==> src/rtl/framebuf_arbiter.sv <==
// Single-port frame-buffer RAM arbiter: display reads take absolute priority, CPU stores go
// through a small FIFO that drains in free slots, and CPU loads issue only once that FIFO is empty.
module framebuf_arbiter #(
  parameter int unsigned ADDR_W   = 18,
  parameter int unsigned DATA_W   = 8,
  parameter int unsigned IMG_W    = 392,
  parameter int unsigned IMG_H    = 392,
  parameter int unsigned WQ_DEPTH = 4
) (
  input  logic              clk,
  input  logic              rst_n,
  input  logic              vid_active,
  input  logic [9:0]        vid_x,
  input  logic [9:0]        vid_y,
  output logic [DATA_W-1:0] vid_pixel,
  output logic              vid_valid,
  input  logic              cpu_req,
  input  logic              cpu_we,
  input  logic [ADDR_W-1:0] cpu_addr,
  input  logic [DATA_W-1:0] cpu_wdata,
  output logic              cpu_gnt,
  output logic              cpu_rvalid,
  output logic [DATA_W-1:0] cpu_rdata,
  output logic [2:0]        wq_level,
  output logic [ADDR_W-1:0] ram_address,
  output logic [DATA_W-1:0] ram_data,
  output logic              ram_wren,
  input  logic [DATA_W-1:0] ram_q
);

  localparam int PTR_W = $clog2(WQ_DEPTH);
  localparam int CNT_W = PTR_W + 1;

  typedef enum logic [1:0] {TAG_NONE, TAG_VID, TAG_VOOB, TAG_RD} tag_t;

  function automatic logic [ADDR_W-1:0] pix_addr(input logic [9:0] x, input logic [9:0] y);
    return ADDR_W'(y) * ADDR_W'(IMG_W) + ADDR_W'(x);
  endfunction

  logic [ADDR_W-1:0] wq_addr_q [WQ_DEPTH];
  logic [DATA_W-1:0] wq_data_q [WQ_DEPTH];
  logic [PTR_W-1:0]  wr_ptr_q, rd_ptr_q;
  logic [CNT_W-1:0]  count_q, count_d;
  logic [ADDR_W-1:0] addr_q;
  logic [DATA_W-1:0] pix_q, rdata_q;
  tag_t              tag_q, tag_d;
  logic              voob_q, voob_d;

  logic vid_inb, vid_slot, vid_oob, wr_slot, rd_slot, st_gnt, empty, full;

  assign vid_inb  = (32'(vid_x) < IMG_W) && (32'(vid_y) < IMG_H);
  assign vid_slot = rst_n & vid_active & vid_inb;
  assign vid_oob  = rst_n & vid_active & ~vid_inb;
  assign empty    = (count_q == '0);
  assign full     = (count_q == CNT_W'(WQ_DEPTH));
  assign wr_slot  = rst_n & ~vid_slot & ~empty;
  assign rd_slot  = rst_n & ~vid_slot & empty & cpu_req & ~cpu_we;
  // Store acceptance depends only on queue space, never on who owns the RAM slot.
  assign st_gnt   = rst_n & cpu_req & cpu_we & ~full;

  assign cpu_gnt  = st_gnt | rd_slot;
  assign ram_wren = wr_slot;
  assign ram_data = wq_data_q[rd_ptr_q];
  assign wq_level = 3'(count_q);
  assign count_d  = count_q + CNT_W'(st_gnt) - CNT_W'(wr_slot);

  always_comb begin
    ram_address = addr_q;
    if (vid_slot)     ram_address = pix_addr(vid_x, vid_y);
    else if (wr_slot) ram_address = wq_addr_q[rd_ptr_q];
    else if (rd_slot) ram_address = cpu_addr;
  end

  // An out-of-bounds pixel may share its cycle with a load, so it gets its own flag
  // alongside the tag to keep both responses.
  always_comb begin
    tag_d = TAG_NONE;
    if (vid_slot)     tag_d = TAG_VID;
    else if (rd_slot) tag_d = TAG_RD;
    else if (vid_oob) tag_d = TAG_VOOB;
    voob_d = vid_oob & rd_slot;
  end

  assign vid_valid  = (tag_q == TAG_VID) | (tag_q == TAG_VOOB) | voob_q;
  assign vid_pixel  = (tag_q == TAG_VID) ? ram_q :
                      ((tag_q == TAG_VOOB) | voob_q) ? '0 : pix_q;
  assign cpu_rvalid = (tag_q == TAG_RD);
  assign cpu_rdata  = cpu_rvalid ? ram_q : rdata_q;

  // Stage boundary: slot decision -> in-flight tag steering the RAM read data
  always_ff @(posedge clk) begin
    if (!rst_n) begin
      count_q  <= '0;
      wr_ptr_q <= '0;
      rd_ptr_q <= '0;
      tag_q    <= TAG_NONE;
      voob_q   <= 1'b0;
      pix_q    <= '0;
      rdata_q  <= '0;
    end else begin
      count_q <= count_d;
      tag_q   <= tag_d;
      voob_q  <= voob_d;
      if (st_gnt)    wr_ptr_q <= wr_ptr_q + PTR_W'(1);
      if (wr_slot)   rd_ptr_q <= rd_ptr_q + PTR_W'(1);
      if (vid_valid) pix_q    <= vid_pixel;
      if (cpu_rvalid) rdata_q <= cpu_rdata;
    end
  end

  always_ff @(posedge clk) begin
    if (st_gnt) begin
      wq_addr_q[wr_ptr_q] <= cpu_addr;
      wq_data_q[wr_ptr_q] <= cpu_wdata;
    end
    if (vid_slot | wr_slot | rd_slot) addr_q <= ram_address;
  end

endmodule

==> config.mk <==
export PLATFORM = sky130hd
export DESIGN_NAME = framebuf_arbiter
export DESIGN_NICKNAME = d
export VERILOG_FILES = /design/src/rtl/framebuf_arbiter.sv
export SDC_FILE = /design/constraint.sdc
export NUM_CORES = 1
export LEC_CHECK = 0
export BUFFER_PORTS_ARGS = -buffer_cell sky130_fd_sc_hd__clkbuf_2
export CAP_MARGIN = 20
export CORE_ASPECT_RATIO = 0.8
export CORE_MARGIN = 4
export CORE_UTILIZATION = 40
export CTS_BUF_LIST = sky130_fd_sc_hd__clkbuf_4 sky130_fd_sc_hd__clkbuf_8
export DETAILED_ROUTE_END_ITERATION = 10
export GPL_TIMING_DRIVEN = 0
export SLEW_MARGIN = 20
export SYNTH_ARGS = -nofsm -noshare
export SYNTH_HDL_FRONTEND = slang
export SYNTH_SLANG_ARGS = --single-unit
==> constraint.sdc <==
create_clock -name clk -period 11.85 [get_ports clk]
set_input_delay 1.185 -clock clk [delete_from_list [all_inputs] [get_ports clk]]
set_output_delay 1.185 -clock clk [all_outputs]
set_load 0.02 [all_outputs]
==> metrics.csv <==
stage,metric,value,unit
status,status,completed,
critical_path,reg2reg end,addr_q[11],
critical_path,Critical-path top delay cell,o31ai_1,
synth,Post-Syn Area per Cell,14.53,sq um
timing,Max Slew Vio Count,0,
timing,Setup-failing EPs final,0,
critical_path,WP buf/inv,2,
cts,Clock Sinks,150,
global_route,overall routing resource usage,0.1634,
critical_path,Critical Path RT,10.67,ns
cts,setup bufs post-CTS,0,
synth,top cell type's share of synthesized area,0.4905,
detailed_routing,Routed Antenna Nets,0,
flow_run,MaxCap Viol Count,0,
synth,Yosys reg bits,150,
detailed_routing,WL/cell,18.36,um
cts,root buffer cell,clkbuf_8,
die,area of the core,18220,sq um
cts,Longest Clk Path Bufs,2,
detailed_routing,Detailed Route WL,16690,um
global_route,GRT overflow,0,
detailed_routing,drt drc,0,
critical_path,Setup crit end kind,output port,
synth,syn_nets,632,
global_route,first-pass GRT wire length,25990,um
layout,design area,8760,sq um
hold_path,Hold Path Sink,rd_ptr_q[0],
critical_path,reg2reg start,wq_level[1],
synth,top area cells in the synthesized netlist,"edfxtp_1 (49%), ha_1 (8.7%), mux4_2 (7.8%)",
critical_path,Most common cell on crit path,ha_1,
cts,CTS resizes,0,
global_route,number of global-route vias before repair,4700,
layout,"commonest non-fill, non-tap cell in the layout",edfxtp_1,
timing,minimum clock period,6.338,ns
timing,setup TNS,0,ns
power_and_ir_drop,pwr dens,174.5,nW/um^2
synth,sequential area share after synthesis,0.5655,
critical_path,WP depth,13,
synth,number of synthesis warnings,0,
critical_path,CP arrival,5.15,ns
cts,CTS tree,built,
layout,layout cells sized above 1,0.3049,
timing,RSZ-0062 raised after global routing,no,
synth,Netlist Area Pre-Place,7470,sq um
layout,most frequent cells in the layout,"edfxtp_1 (122), clkbuf_2 (107), ha_1 (52)",
detailed_routing,drt first pass iters,4,
placement,GP Congestion,0.7828,
synth,unique cell type count in the Yosys netlist,55,
critical_path,CP max stage delay,0.47,ns
critical_path,reg2reg setup slack,9.14,ns
power_and_ir_drop,static leakage,3.405,nW
placement,dpl cell area,8407,sq um
critical_path,nature of the critical path startpoint,input port,
global_route,initial antenna violation count,0,
timing,Clock Skews,0.01050,ns
synth,Async SR Flop Fraction,0,
hold_path,Min-Delay Path Depth,2,
detailed_routing,Vias,4666,
detailed_routing,DRT iter0 DRCs,257,
synth,Synth Instances,514,
cts,"Clk Latency, worst-skew pair",0.45,ns
layout,Layout Area Growth over Synthesis,17.27,%
die,die span in y,130.2,um
cts,cts bufs inserted,17,
cts,clk slew on worst S/H paths,0.08,ns
cts,CTS H-Tree Depth,4,
timing,Max-slew headroom,0.3825,
global_route,largest net degree at the start of global routing,22,
timing,period utilisation layout,0.5349,
critical_path,Crit Path Class,in -> out,
critical_path,Crit Path Max Fanout,4,
die,row cnt,44,
die,Initial Util,0.4099,
cts,hold_buf cts,0,
hold_path,Hold Crit Class,reg -> reg,
placement,HPWL after detailed placement,12210,um
die,Die X,160.8,um
critical_path,cells on worst reg2reg path,5,
die,die area,20940,sq um
timing,fmax,157.8,MHz
critical_path,cell family with most CP delay,adder cells,
synth,Post-synth EDFFs,122,
power_and_ir_drop,Max rail drop VDD,0.0001147,V
layout,layout net count,762,
timing,final hold vios,0,
layout,ANT cells,0,
timing,worst slew pin tran,0.9192,ns
synth,"area leader, netlist",edfxtp_1,
hold_path,Hold Crit Start,rd_ptr_q[0],
detailed_routing,DR vias/cell,5.133,
die,top-level I/O count,108,
placement,Port Buffers,107,
critical_path,CP Cell Sequence,clkbuf_2 > ha_1 > fa_1 > ha_1 > ha_1 > fa_1 > a21o_1 > a221oi_1 > xor2_1 > nand4b_1 > o31a_1 > o31ai_1 > clkbuf_2,
synth,ys flop type,edfxtp_1,
[per-layer routing]
metal,track usage,vias to the layer above,part of all wire
met5,0,-,0
met4,0.03561,0,0.0072
li1,-,2239,-
met1,0.2234,2314,0.47
met2,0.2674,103,0.47
met3,0.04136,10,0.052
[metrics by stage]
stage / std cells / setup WS [ns] / hold slack, ns / power, W / util
floorplan: 514 / 6.032 / 0.4661 / 0.001025 / -
detailed placement: 878 / 5.552 / 0.4893 / 0.001191 / 0.4613
global route: 909 / 5.306 / 0.5423 / 0.001620 / 0.4807
CTS: 909 / 5.536 / 0.5076 / 0.001550 / 0.4807
global placement: 874 / 5.563 / 0.4796 / 0.001181 / 0.4567
finish: 909 / 5.512 / 0.5040 / 0.001529 / 0.4807
[synthesized netlist by cell type, drive strengths merged (3+ instances only)]
cell	instances
o21ai	13
mux2i	25
a22o	8
mux2	9
nor3	5
nor2	22
nand2b	4
mux4	26
or3	3
nand2	13
and3	4
ha	52
fa	7
a211oi	10
o21a	6
a31oi	4
buf	11
edfxtp	122
xor2	6
clkbuf	11
a31o	4
nor2b	10
and2	17
a21oi	10
xnor2	12
nand3	4
dfxtp	28
a21o	8
a211o	10
inv	23
nor4	3
o31ai	4
[final cells by class]
cell class                 count  area [sq um]
inverter                      23         86.33
fill                        1595          9463
tap                          253         316.6
clock buffer                  17         234.0
timing repair buffer         111         615.6
clock inverter                14         118.9
multi-input combinational    319          3063
sequential                   150          4224
buffer                        22         101.3
[worst min-delay path: cells and delay by family, from the launching register on]
kind,cells,cell delay (ns)
simple gates,1,0.08
compound gates,1,0.05
flops,1,0.33
[worst max path at each step]
| stage | to | start | slack [ns] |
|---|---|---|---|
| after floorplan | ram_address[17] | vid_y[1] | 6.03 |
| after global placement | ram_address[17] | vid_y[1] | 5.56 |
| after detailed placement | ram_address[17] | vid_y[1] | 5.55 |
| after CTS | ram_address[17] | vid_y[1] | 5.54 |
| after global routing | ram_address[17] | vid_y[1] | 5.31 |
| final | ram_address[17] | vid_y[1] | 5.51 |
[state kept, by name (all words and copies together) (netlist names), named ones only]
name / count
addr_q: 18
pix_q: 8
rd_ptr_q: 2
rdata_q: 8
tag_q: 2
voob_q: 1
wq_addr_q: 72
wq_data_q: 32
wq_level: 3
wr_ptr_q: 2
[where the power goes]
group          switching [W]  leakage (nW)  internal [W]
clock network       0.000206         0.181      0.000150
logic               0.000316          1.89      0.000215
registers          0.0000164          1.34      0.000625
[cells by family after synthesis]
kind of cell | share of synthesized area
flops | 0.5655
simple gates | 0.06851
compound gates | 0.08794
mux | 0.1260
fa+ha+maj | 0.1059
buf+inv | 0.02512
xor+xnor | 0.02111
(Power assumes the default switching activity.)
